File: config.mk
export PLATFORM = sky130hd
export DESIGN_NAME = mem_bus_arbiter
export DESIGN_NICKNAME = d
export VERILOG_FILES = /design/src/rtl/mem_bus_arbiter.sv
export SDC_FILE = /design/constraint.sdc
export NUM_CORES = 1
export LEC_CHECK = 0
export CAP_MARGIN = 20
export CORE_MARGIN = 1
export CORE_UTILIZATION = 40
export CTS_BUF_LIST = sky130_fd_sc_hd__clkbuf_4 sky130_fd_sc_hd__clkbuf_8 sky130_fd_sc_hd__clkbuf_16
export DETAILED_ROUTE_END_ITERATION = 10
export PLACE_DENSITY = 0.88
export SKIP_LAST_GASP = 1
export SLEW_MARGIN = 20
export SYNTH_ARGS = -nofsm -noshare
export SYNTH_HDL_FRONTEND = slang
export SYNTH_SLANG_ARGS = --single-unit
export TNS_END_PERCENT = 30
File: constraint.sdc
create_clock -name clk -period 3 [get_ports clk]
set_clock_uncertainty 0.05 [all_clocks]
set_input_delay 0.3 -clock clk [delete_from_list [all_inputs] [get_ports clk]]
set_output_delay 0.3 -clock clk [all_outputs]
set_load 0.02 [all_outputs]
File: src/rtl/mem_bus_arbiter.sv
// Round-robin arbiter merging CH request channels onto one registered,
// variable-latency memory bus, with a watchdog that ends hung transactions.
module mem_bus_arbiter #(
  parameter int CH = 2,
  parameter int AW = 32,
  parameter int DW = 32,
  parameter int TO = 255
) (
  input  logic                  clk,
  input  logic                  rst,
  input  logic [CH-1:0]         req_ce,
  input  logic [CH-1:0]         req_we,
  input  logic [CH*AW-1:0]      req_addr,
  input  logic [CH*(DW/8)-1:0]  req_sel,
  input  logic [CH*DW-1:0]      req_wdata,
  output logic [CH-1:0]         req_ack,
  output logic                  req_err,
  output logic [DW-1:0]         req_rdata,
  output logic [CH-1:0]         stallreq,
  output logic                  bus_ce,
  output logic                  bus_we,
  output logic [AW-1:0]         bus_addr,
  output logic [DW/8-1:0]       bus_sel,
  output logic [DW-1:0]         bus_wdata,
  input  logic [DW-1:0]         bus_rdata,
  input  logic                  bus_ack
);

  localparam int SW = DW / 8;
  localparam int LW = (CH > 1) ? $clog2(CH) : 1;
  localparam int CW = (TO > 1) ? $clog2(TO + 1) : 1;
  localparam logic [CW-1:0] TO_LAST = (TO > 0) ? CW'(TO - 1) : '0;

  typedef enum logic [1:0] {IDLE, BUSY, DONE} state_t;

  state_t          state, state_nxt;
  logic [LW-1:0]   last, last_nxt;
  logic [CW-1:0]   cnt, cnt_nxt;
  logic            bus_ce_nxt, bus_we_nxt;
  logic [AW-1:0]   bus_addr_nxt;
  logic [SW-1:0]   bus_sel_nxt;
  logic [DW-1:0]   bus_wdata_nxt;
  logic [CH-1:0]   req_ack_nxt;
  logic            req_err_nxt;
  logic [DW-1:0]   req_rdata_nxt;

  logic            excl;
  logic            pick_vld;
  logic [LW-1:0]   pick;
  logic            timeout;
  logic            load;

  function automatic logic [LW-1:0] wrap_add(input logic [LW-1:0] base, input int off);
    int sum;
    sum = int'(base) + off;
    return LW'(sum % CH);
  endfunction

  assign stallreq = req_ce & ~req_ack;
  assign timeout  = (TO != 0) && (cnt >= TO_LAST);
  // Outside IDLE the channel just served (last) must not win again immediately.
  assign excl     = (state != IDLE);

  // Offset 1 from last has top priority, so it is assigned last in the scan.
  always_comb begin
    pick_vld = 1'b0;
    pick     = last;
    for (int k = CH; k >= 1; k--) begin
      if (req_ce[wrap_add(last, k)] && !(excl && (k == CH))) begin
        pick_vld = 1'b1;
        pick     = wrap_add(last, k);
      end
    end
  end

  always_comb begin
    state_nxt     = state;
    last_nxt      = last;
    cnt_nxt       = cnt;
    bus_ce_nxt    = bus_ce;
    bus_we_nxt    = bus_we;
    bus_addr_nxt  = bus_addr;
    bus_sel_nxt   = bus_sel;
    bus_wdata_nxt = bus_wdata;
    req_ack_nxt   = '0;
    req_err_nxt   = 1'b0;
    req_rdata_nxt = req_rdata;
    load          = 1'b0;

    if (bus_ce && (TO != 0) && !timeout) cnt_nxt = cnt + 1'b1;

    unique case (state)
      IDLE: load = pick_vld;
      BUSY: begin
        if (bus_ack || timeout) begin
          req_ack_nxt[last] = 1'b1;
          req_err_nxt       = !bus_ack;
          if (bus_ack && !bus_we) req_rdata_nxt = bus_rdata;
          bus_ce_nxt        = 1'b0;
          state_nxt         = DONE;
          // Next grant goes out with the ack so the bus sees no idle turnaround.
          load              = pick_vld;
        end
      end
      DONE: begin
        if (bus_ce)        state_nxt = BUSY;
        else if (pick_vld) load      = 1'b1;
        else               state_nxt = IDLE;
      end
      default: state_nxt = IDLE;
    endcase

    if (load) begin
      last_nxt      = pick;
      cnt_nxt       = '0;
      bus_ce_nxt    = 1'b1;
      bus_we_nxt    = req_we[pick];
      bus_addr_nxt  = req_addr[pick*AW +: AW];
      bus_sel_nxt   = req_sel[pick*SW +: SW];
      bus_wdata_nxt = req_wdata[pick*DW +: DW];
      if (state != BUSY) state_nxt = BUSY;
    end
  end

  always_ff @(posedge clk or negedge rst) begin
    if (!rst) begin
      state     <= IDLE;
      last      <= LW'(CH - 1);
      cnt       <= '0;
      bus_ce    <= 1'b0;
      bus_we    <= 1'b0;
      bus_addr  <= '0;
      bus_sel   <= '0;
      bus_wdata <= '0;
      req_ack   <= '0;
      req_err   <= 1'b0;
      req_rdata <= '0;
    end else begin
      state     <= state_nxt;
      last      <= last_nxt;
      cnt       <= cnt_nxt;
      bus_ce    <= bus_ce_nxt;
      bus_we    <= bus_we_nxt;
      bus_addr  <= bus_addr_nxt;
      bus_sel   <= bus_sel_nxt;
      bus_wdata <= bus_wdata_nxt;
      req_ack   <= req_ack_nxt;
      req_err   <= req_err_nxt;
      req_rdata <= req_rdata_nxt;
    end
  end

endmodule
# After elaboration in Yosys (flattened, before gate mapping)

Index checks and enable logic that the tools add are counted.
Widths: inputs -> output; s select.

Word-level logic and storage cells: 75
Flip-flop bits (word level): 116
Output and inout bits: 107
Bits of input ports: 175

Shift-type cells: 3
Bitwise operators: 2
Add/subtract/negate cells: 3
Reductions and logical operators: 16
Multiplexer cells: 31
Eq/ne operators: 3
Order comparisons: 6

Operators by type and width:

| kind                | number |
|---|---|
| $shiftx 64x7->32    | 2 |
| $mux 1              | 19 |
| $mux 8              | 2 |
| $mux 2              | 7 |
| $add 8x1->8 const B | 1 |
| $ge 8x8->1 const B  | 1 |
| $lt 1x2->1 const B  | 4 |
| $reduce_bool 2->1   | 4 |
| $shiftx 8x4->4      | 1 |
| $pmux 2 s3          | 1 |
| $logic_and 1x1->1   | 4 |
| $logic_not 1->1     | 4 |
| $pmux 1 s3          | 1 |
| $reduce_and 3->1    | 1 |
| $add 1x1->1 const B | 2 |
| $and 2x2->2         | 1 |
| $eq 2x1->1 const B  | 1 |
| $eq 2x2->1 const B  | 1 |
| $logic_not 2->1     | 1 |
| $ne 2x1->1 const B  | 1 |
| $not 2->2           | 1 |
| $reduce_and 2->1    | 1 |
| $demux 1 s1         | 1 |
| $ge 1x1->1 const B  | 1 |
| $logic_or 1x1->1    | 1 |

# Depth between registers and ports, before layout

Depth after elaboration: 11
Gate-level depth with buffers: 7
Gate-level depth less buffers: 6

# Worst setup path after synthesis

OpenSTA, ideal clock, no wires.

Kind: flip-flop to flip-flop
From: register cnt[0]
To: register bus_addr[0]
Clock period less this slack: 2.242 ns
Data arrival time: 2.067 ns
Data required time: 2.825 ns
Path slack: 0.758 ns
Buffers on the path: 1
Setup time: 0.125 ns
Stages on the path, launching flop included: 8
Cell sequence: dfrtp_1 -> inv_1 -> ha_1 -> o211ai_1 -> o31a_1 -> a221oi_4 -> buf_6 -> mux2_2

Word-level cells in the longest chain between the ends: 4

Ends and longest elaborated chain:

| element                | RTL line | RTL |
|---|---|---|
| start, declared        | 38       | `logic [CW-1:0] cnt, cnt_nxt;` |
| start signal, assigned | 141      | `cnt <= cnt_nxt;` |
| $ge 8x8->1             | 60       | `assign timeout = (TO != 0) && (cnt >= TO_LAST);` |
| $logic_or 1x1->1       | 95       | `if (bus_ack \|\| timeout) begin` |
| $mux 1                 | 95       |  |
| $pmux 1 s3             | 92       | `unique case (state)` |
| end signal, assigned   | 144      | `bus_addr <= bus_addr_nxt;` |
| end, declared          | 22       | `output logic [AW-1:0] bus_addr,` |

Every way passes these cells.
A chain may end at the register's enable or synchronous reset.

# Worst setup path in the final report

From: register cnt[0]
To: register bus_addr[31]

Same word-level chain as after synthesis.

==> flow_summary.ini <==
[outcome]
status = finished, final reports clean

[worst_setup_path]
slowest_stage = dfrtp_1
startpoint_type = flip-flop
required_ps = 3230
worstSetupStartpoint = cnt[0]
setup.worst_path.end_class = flip-flop
path_cells = inv_1 -> ha_1 -> o211ai_1 -> o31a_1 -> a221oi_4 -> buf_4 -> mux2_2
crit_fanout = 28
r2r_end = bus_addr[31]
rr_worst_depth = 7
crit_end = bus_addr[31]
path_class = flip-flop to flip-flop
crit_arrival_ps = 2740
r2r-start = cnt[0]
critPathMaxStageDelay_ps = 390
r2r_slack_ps = 500

[yosys]
synth_edf_count = 0
synthFlopType = dfrtp_1
yosysUniqueCellTypes = 35
synth_cells = 367
yosysSeqAreaShare_pct = 54.5
synth_top_area_share_pct = 54.0
yosysTopAreaCell = dfrtp_1
ys_seq_elements = 116
avgSynthCellArea_um2 = 14.5
synthesis.nets = 544
synthTopCellsByArea = dfrtp_1, mux2_2, buf_6
netlist_area_um2 = 5330
ys_async_sr_fraction_pct = 100
yosysWarnings = 0

[sta]
timing.fmax_ghz = 0.400
setup-tns-final_ps = 0
slew_violations = 0
setup_viol = 0
tightest_slew_ps = 731
rsz0062_at_grt = false
max_slew_margin_pct = 51.3
setup_ws_ps = 497
timing.final.crit_share_pct = 83.4
min_period_ps = 2500
hold_violations = 0

[power]
finalPower_mw = 9.60
powerDensity_nw_per_um2 = 1080
p_leak_nw = 3.61
ir_worst_vdd_v = 0.000652

[grt]
antenna_found_initial = 0
grt_pass1_wl_mm = 23.9
grt_max_degree = 57
grt_pass1_vias = 4607
met2_usage_pct = 39.9
use_met1_pct = 23.5
busiest_layer = met2
grt_overflow = 0
grt_util_met3_pct = 8.03
track_usage_pct = 22.3

[cts]
cts_root_buf = clkbuf_16
cts_made_buffers = 17
cts_setup_buffers = 0
clockBufferDepth = 2
path_clk_slew_ps = 50
tritoncts = yes
clock_latency_ps = 400
cts_sinks = 116
htreeDepth = 4

[place]
numPortBuffers = 281
gp_congestion = 0.859
hpwl_mm = 10.9
dp_slack_ps = 533

[floorplan]
ioPinCount = 282
initial_core_util_pct = 41.6
dieWidth_um = 117
fp.dieArea_um2 = 13800
fp-row-count = 41
die-height_um = 117
coreArea_um2 = 12800

[layout]
layout.nets = 833
fillers = 870
diodes = 0
layout-drive-gt1-share_pct = 31.7
syn_to_final_growth_pct = 67.1

[detailed_routing]
via_per_inst = 4.96
drt_wl_total_mm = 14.7
vias = 4171
drcViolationCount = 0
wl_per_cell_um = 17.4
dr.pass1.iters = 4
ant_nets = 0
drt_iter0_drc = 152

[run]
cap_viol_max_count = 0

[hold_path]
hold_path_class = input pin to asynchronous set/reset pin
[per-layer routing]
metal	part of all wire (%)	up-vias
met1	37	2012
met5	0	-
met2	52	218
li1	-	1911
met3	8.6	30
met4	2.4	0
[stage by stage]
| stage | hold slack (ps) | instances | utilization, % | area [um^2] |
|---|---|---|---|---|
| after floorplan | -45.6 | 367 | - | 5330 |
| after global placement | 342 | 808 | 64.8 | 8310 |
| after detailed placement | 353 | 808 | 64.8 | 8310 |
| after CTS | 434 | 841 | 69.4 | 8900 |
| after global routing | 448 | 841 | 69.4 | 8900 |
| final | 429 | 841 | 69.4 | 8900 |
[cells in the mapped netlist, types with 2 or more instances]
cell and instances:
ha_1 2, nor2b_1 2, buf_6 7, nor3_1 3, nor2_1 10, mux2_2 165, nand2b_1 2, o21ai_0 3
o31ai_1 2, a21oi_1 5, or2_2 3, dfrtp_1 115, nand4_1 2, a21o_1 2, mux2_1 5, inv_1 3
xnor2_1 2, nand2_1 7, clkbuf_1 11
[cells by family after synthesis]
kind of cell,synth area share (%)
XOR/XNOR,0.329
buffers and inverters,2.56
AND/OR/NAND/NOR,2.91
AO/OA/AOI/OAI,3.12
adder cells (fa/ha/maj),0.470
multiplexers,36.1
flip-flops,54.5
[cell usage in the layout (no fill, tap or decap), types with 2 or more instances in the layout]
cell type	n
a21o_1	2
a21oi_1	5
buf_4	7
bufinv_16	2
clkbuf_16	17
clkbuf_8	2
clkdlybuf4s50_1	280
clkinv_2	4
clkinvlp_4	6
dfrtp_1	115
ha_1	2
inv_1	3
mux2_1	5
mux2_2	165
nand2_1	7
nand2b_1	2
nand4_1	2
nor2_1	9
nor2b_1	2
nor3_1	3
o21ai_0	3
o31ai_1	2
or2_2	3
xnor2_1	2
[report_power, final]
group | switching, mW | internal (mW)
Combinational | 2.17 | 2.65
Sequential | 0.467 | 2.35
Clock | 0.703 | 1.26
Total | 3.34 | 6.26
[state kept, by name (all words and copies together) (netlist names)]
signal,flops
bus_wdata,32
bus_sel,4
bus_ce,1
bus_addr,32
req_ack,2
req_rdata,32
bus_we,1
cnt,8
last,1
req_err,1
state,2
[cell type report]
class | instances | area, um^2 | share of cell area [%]
clock buffers | 19 | 453 | 5.09
well taps | 172 | 215 | 2.42
repair buffers | 289 | 2890 | 32.4
inverters | 3 | 11.3 | 0.126
multi-input cells | 229 | 2300 | 25.9
flip-flops and latches | 116 | 2900 | 32.6
clock inverters | 13 | 134 | 1.50
[worst min-delay path by stage]
stage                        startpoint            end
after floorplan                     rst    bus_addr[0]
after global placement              rst  bus_wdata[12]
after detailed placement            rst  bus_wdata[10]
after CTS                 bus_rdata[18]  req_rdata[18]
after global routing      bus_rdata[11]  req_rdata[11]
final                               rst  bus_wdata[10]
[timing repair]
item / 4_1_cts / 5_1_grt
hold buffers: 1 / 0
hold endpoints to repair: 53 / 0
setup endpoints to repair: 0 / 0
resized for setup: 0 / 0
[critical path, delay by kind of cell, from the launching register on]
family / cells / cell delay [ps]
AOI/OAI and AO/OA: 3 / 860
buffers and inverters: 2 / 490
DFF: 1 / 390
muxes: 1 / 380
adders and majority gates: 1 / 180
No activity file was read; power rests on OpenSTA's default activity.
==> patch, RTL diff (same settings) <==
`req_rdata` no longer has a reset.
--- a/src/rtl/mem_bus_arbiter.sv
+++ b/src/rtl/mem_bus_arbiter.sv
@@ -134,7 +134,6 @@
       bus_wdata <= '0;
       req_ack   <= '0;
       req_err   <= 1'b0;
-      req_rdata <= '0;
     end else begin
       state     <= state_nxt;
       last      <= last_nxt;
@@ -146,8 +145,11 @@
       bus_wdata <= bus_wdata_nxt;
       req_ack   <= req_ack_nxt;
       req_err   <= req_err_nxt;
-      req_rdata <= req_rdata_nxt;
     end
   end
 
+  always_ff @(posedge clk) begin
+    req_rdata <= req_rdata_nxt;
+  end
+
 endmodule
Behaviour: differs if rst is asserted again (counterexample within 4 cycles, from zero or initial values and one cycle with rst low); with rst held inactive, the same outputs for 4 cycles.
==> patch against the original RTL <==
  * Final area shrank 2.8%
  * Maximum frequency decreased by 2.5%
  * Combinational power is 18% lower
  * Wire length decreased by 4.0%
  * Sequential cell count stayed put
  * Synthesized area is 4.0% lower
  * Total power shrank 12%
  * Sequential power is 7.1% lower
  * Global-route usage down 0.15 points
  * Worst setup slack worse by 0.063 ns
  * Via count decreased by 6.7%
  * Sequential share of layout area grew 2.8 points
==> patch: results (changes against the original RTL) <==
metric;value;unit;change
layout-drive-gt1-share;27.44;%;-4.2 points
worst_pin_slew;0.7642;ns;+0.03335 ns
post_drt_wl_per_cell;17.55;µm;+0.64%
synth_fp_nets;509;;-6.4%
synth_commonest_cells;133 x mux2_2, 83 x dfrtp_1, 32 x edfxtp_1, 10 x nor2_1, 8 x clkbuf_1;;
dpl_cell_area;8080;µm²;-2.7%
grt_max_degree;85;;+49%
path_max_fanout;80;;+190%
drt_iter0_markers;179;;+18%
via_per_inst;4.853;;-2.2%
cts_made_buffers;17;;unchanged
ys_top_cells_by_area;dfrtp_1 41%, mux2_2 29%, edfxtp_1 19%;;
async_flop_share;72.41;%;-28 points
h-tree-depth;4;;unchanged
post-dp-hpwl;9.987;mm;-8.3%
syn_avg_cell_area;15.41;µm²;+6.2%
synth-edff-count;32;;+32
io_buffers;281;;unchanged
yosysWarnings;0;;unchanged
place_congestion;0.7514;;-12%
postCtsSetupBuffers;0;;unchanged
start_util;41.73;%;+0.18 points
status;finished clean;;
synth_ff_type;dfrtp_1;;
cts-root-buf;clkbuf_16;;
num_antenna_cells;0;;unchanged
clk_latency;0.41;ns;
crit_start;cnt[0]$_DFFE_PN0P_;;
track_usage;22.17;%;-0.15 points
cts.repair.resized;0;;unchanged
antenna_found_initial;0;;unchanged
grt_pass1_wl;21.62;mm;-9.6%
first_pass_iters;4;;unchanged
internal_power;5.659;mW;-9.6%
yosysTopAreaCell;dfrtp_1;;
yosysSeqAreaShare;59.88;%;+5.4 points
setup_viol;0;;unchanged
synth_cell_types;36;;+2.9%
vias;3892;;-6.7%
largestRegisters;bus_addr (32), bus_wdata (32), req_rdata (32);;
final_nets;798;;-4.2%
grt_pass1_vias;4198;;-8.9%
worst_hold_path_type;primary input to flop;;
cts_buffer_depth;2;;unchanged
leakage;3.394;nW;-5.9%
clk_pin_slew;0.05;ns;about the same
hold_start;bus_rdata[27];;
vdd_drop_max;0.5384;mV;-17%
placed_cells;769;;-4.8%
patch: cell count changes after synthesis, sizes merged:
cell    unedited run  this run
clkbuf            11         8
dfrtp            115        83
edfxtp             0        32
mux2             170       138
patch: critical path: stages (launching register included):
cell	delay (ns)
dfrtp_1	0.40
inv_1	0.10
ha_1	0.19
o211ai_1	0.16
o31a_1	0.37
a221oi_4	0.34
buf_12	0.39
mux2_2	0.39
patch: final cells by class:
| type | instances | area, µm² |
|---|---|---|
| Clock buffer | 20 | 447.9 |
| Clock inverter | 12 | 113.9 |
| Fill cell | 826 | 3606 |
| Inverter | 3 | 11.26 |
| Multi-Input combinational cell | 197 | 1942 |
| Sequential cell | 116 | 3064 |
| Tap cell | 168 | 210.2 |
| Timing Repair Buffer | 286 | 2867 |
patch: kinds of logic after synthesis:
| family | after synthesis | share of synthesized area [%] |
|---|---|---|
| compound gates | 22 | 3.252 |
| fa+ha+maj | 2 | 0.4889 |
| simple gates | 32 | 3.032 |
| buf+inv | 19 | 2.445 |
| xor+xnor | 2 | 0.3424 |
| flops | 116 | 59.88 |
| mux | 139 | 30.56 |
patch: routing by layer:
layer	routed length [µm]	GRT usage (%)	vias to the layer above
met1	5117	22.98	1854
met3	1324	8.751	22
met5	0	0	-
met2	7379	40.24	208
met4	255	8.398	0
li1	-	-	1808
patch: timing repair:
action / 4_1_cts / 5_1_grt
setup endpoints to repair: 0 / 0
endpoints found under the hold margin: 0 / 83
hold buffers: 0 / 1
patch: power by group through the flow:
stage | Clock, mW | Sequential (mW) | Combinational [mW]
6_report | 1.91 | 2.62 | 3.96
5_1_grt | 2.03 | 2.69 | 4.18
4_1_cts | 1.95 | 2.63 | 4.00
3_5_place_dp | 0 | 2.63 | 3.97
3_3_place_gp | 0 | 2.60 | 3.87
2_1_floorplan | 0 | 3.26 | 1.67
patch: worst paths after layout:
| path | slack (ns) | cells after the start | to |
|---|---|---|---|
| worst max-delay path | 0.43 | 7 | bus_addr[7]$_DFFE_PN0N_ |
| worst min-delay path | 0.39 | 1 | req_rdata[27]$_DFFE_PP_ |
| worst max register to register | 0.43 | 7 | bus_addr[7]$_DFFE_PN0N_ |
| worst min register to register | 0.43 | 1 | bus_addr[25]$_DFFE_PN0N_ |
| max in group asynchronous | 1.92 | 2 | bus_wdata[11]$_DFFE_PN0N_ |
| min in group asynchronous | 0.46 | 2 | bus_wdata[18]$_DFFE_PN0N_ |
patch: through the flow:
stage	setup WS, ns	total power, mW
final	0.4342	8.491
after global routing	0.3538	8.905
after CTS	0.4657	8.575
after detailed placement	0.5127	6.599
after global placement	0.6015	6.471
after floorplan	0.5779	4.931
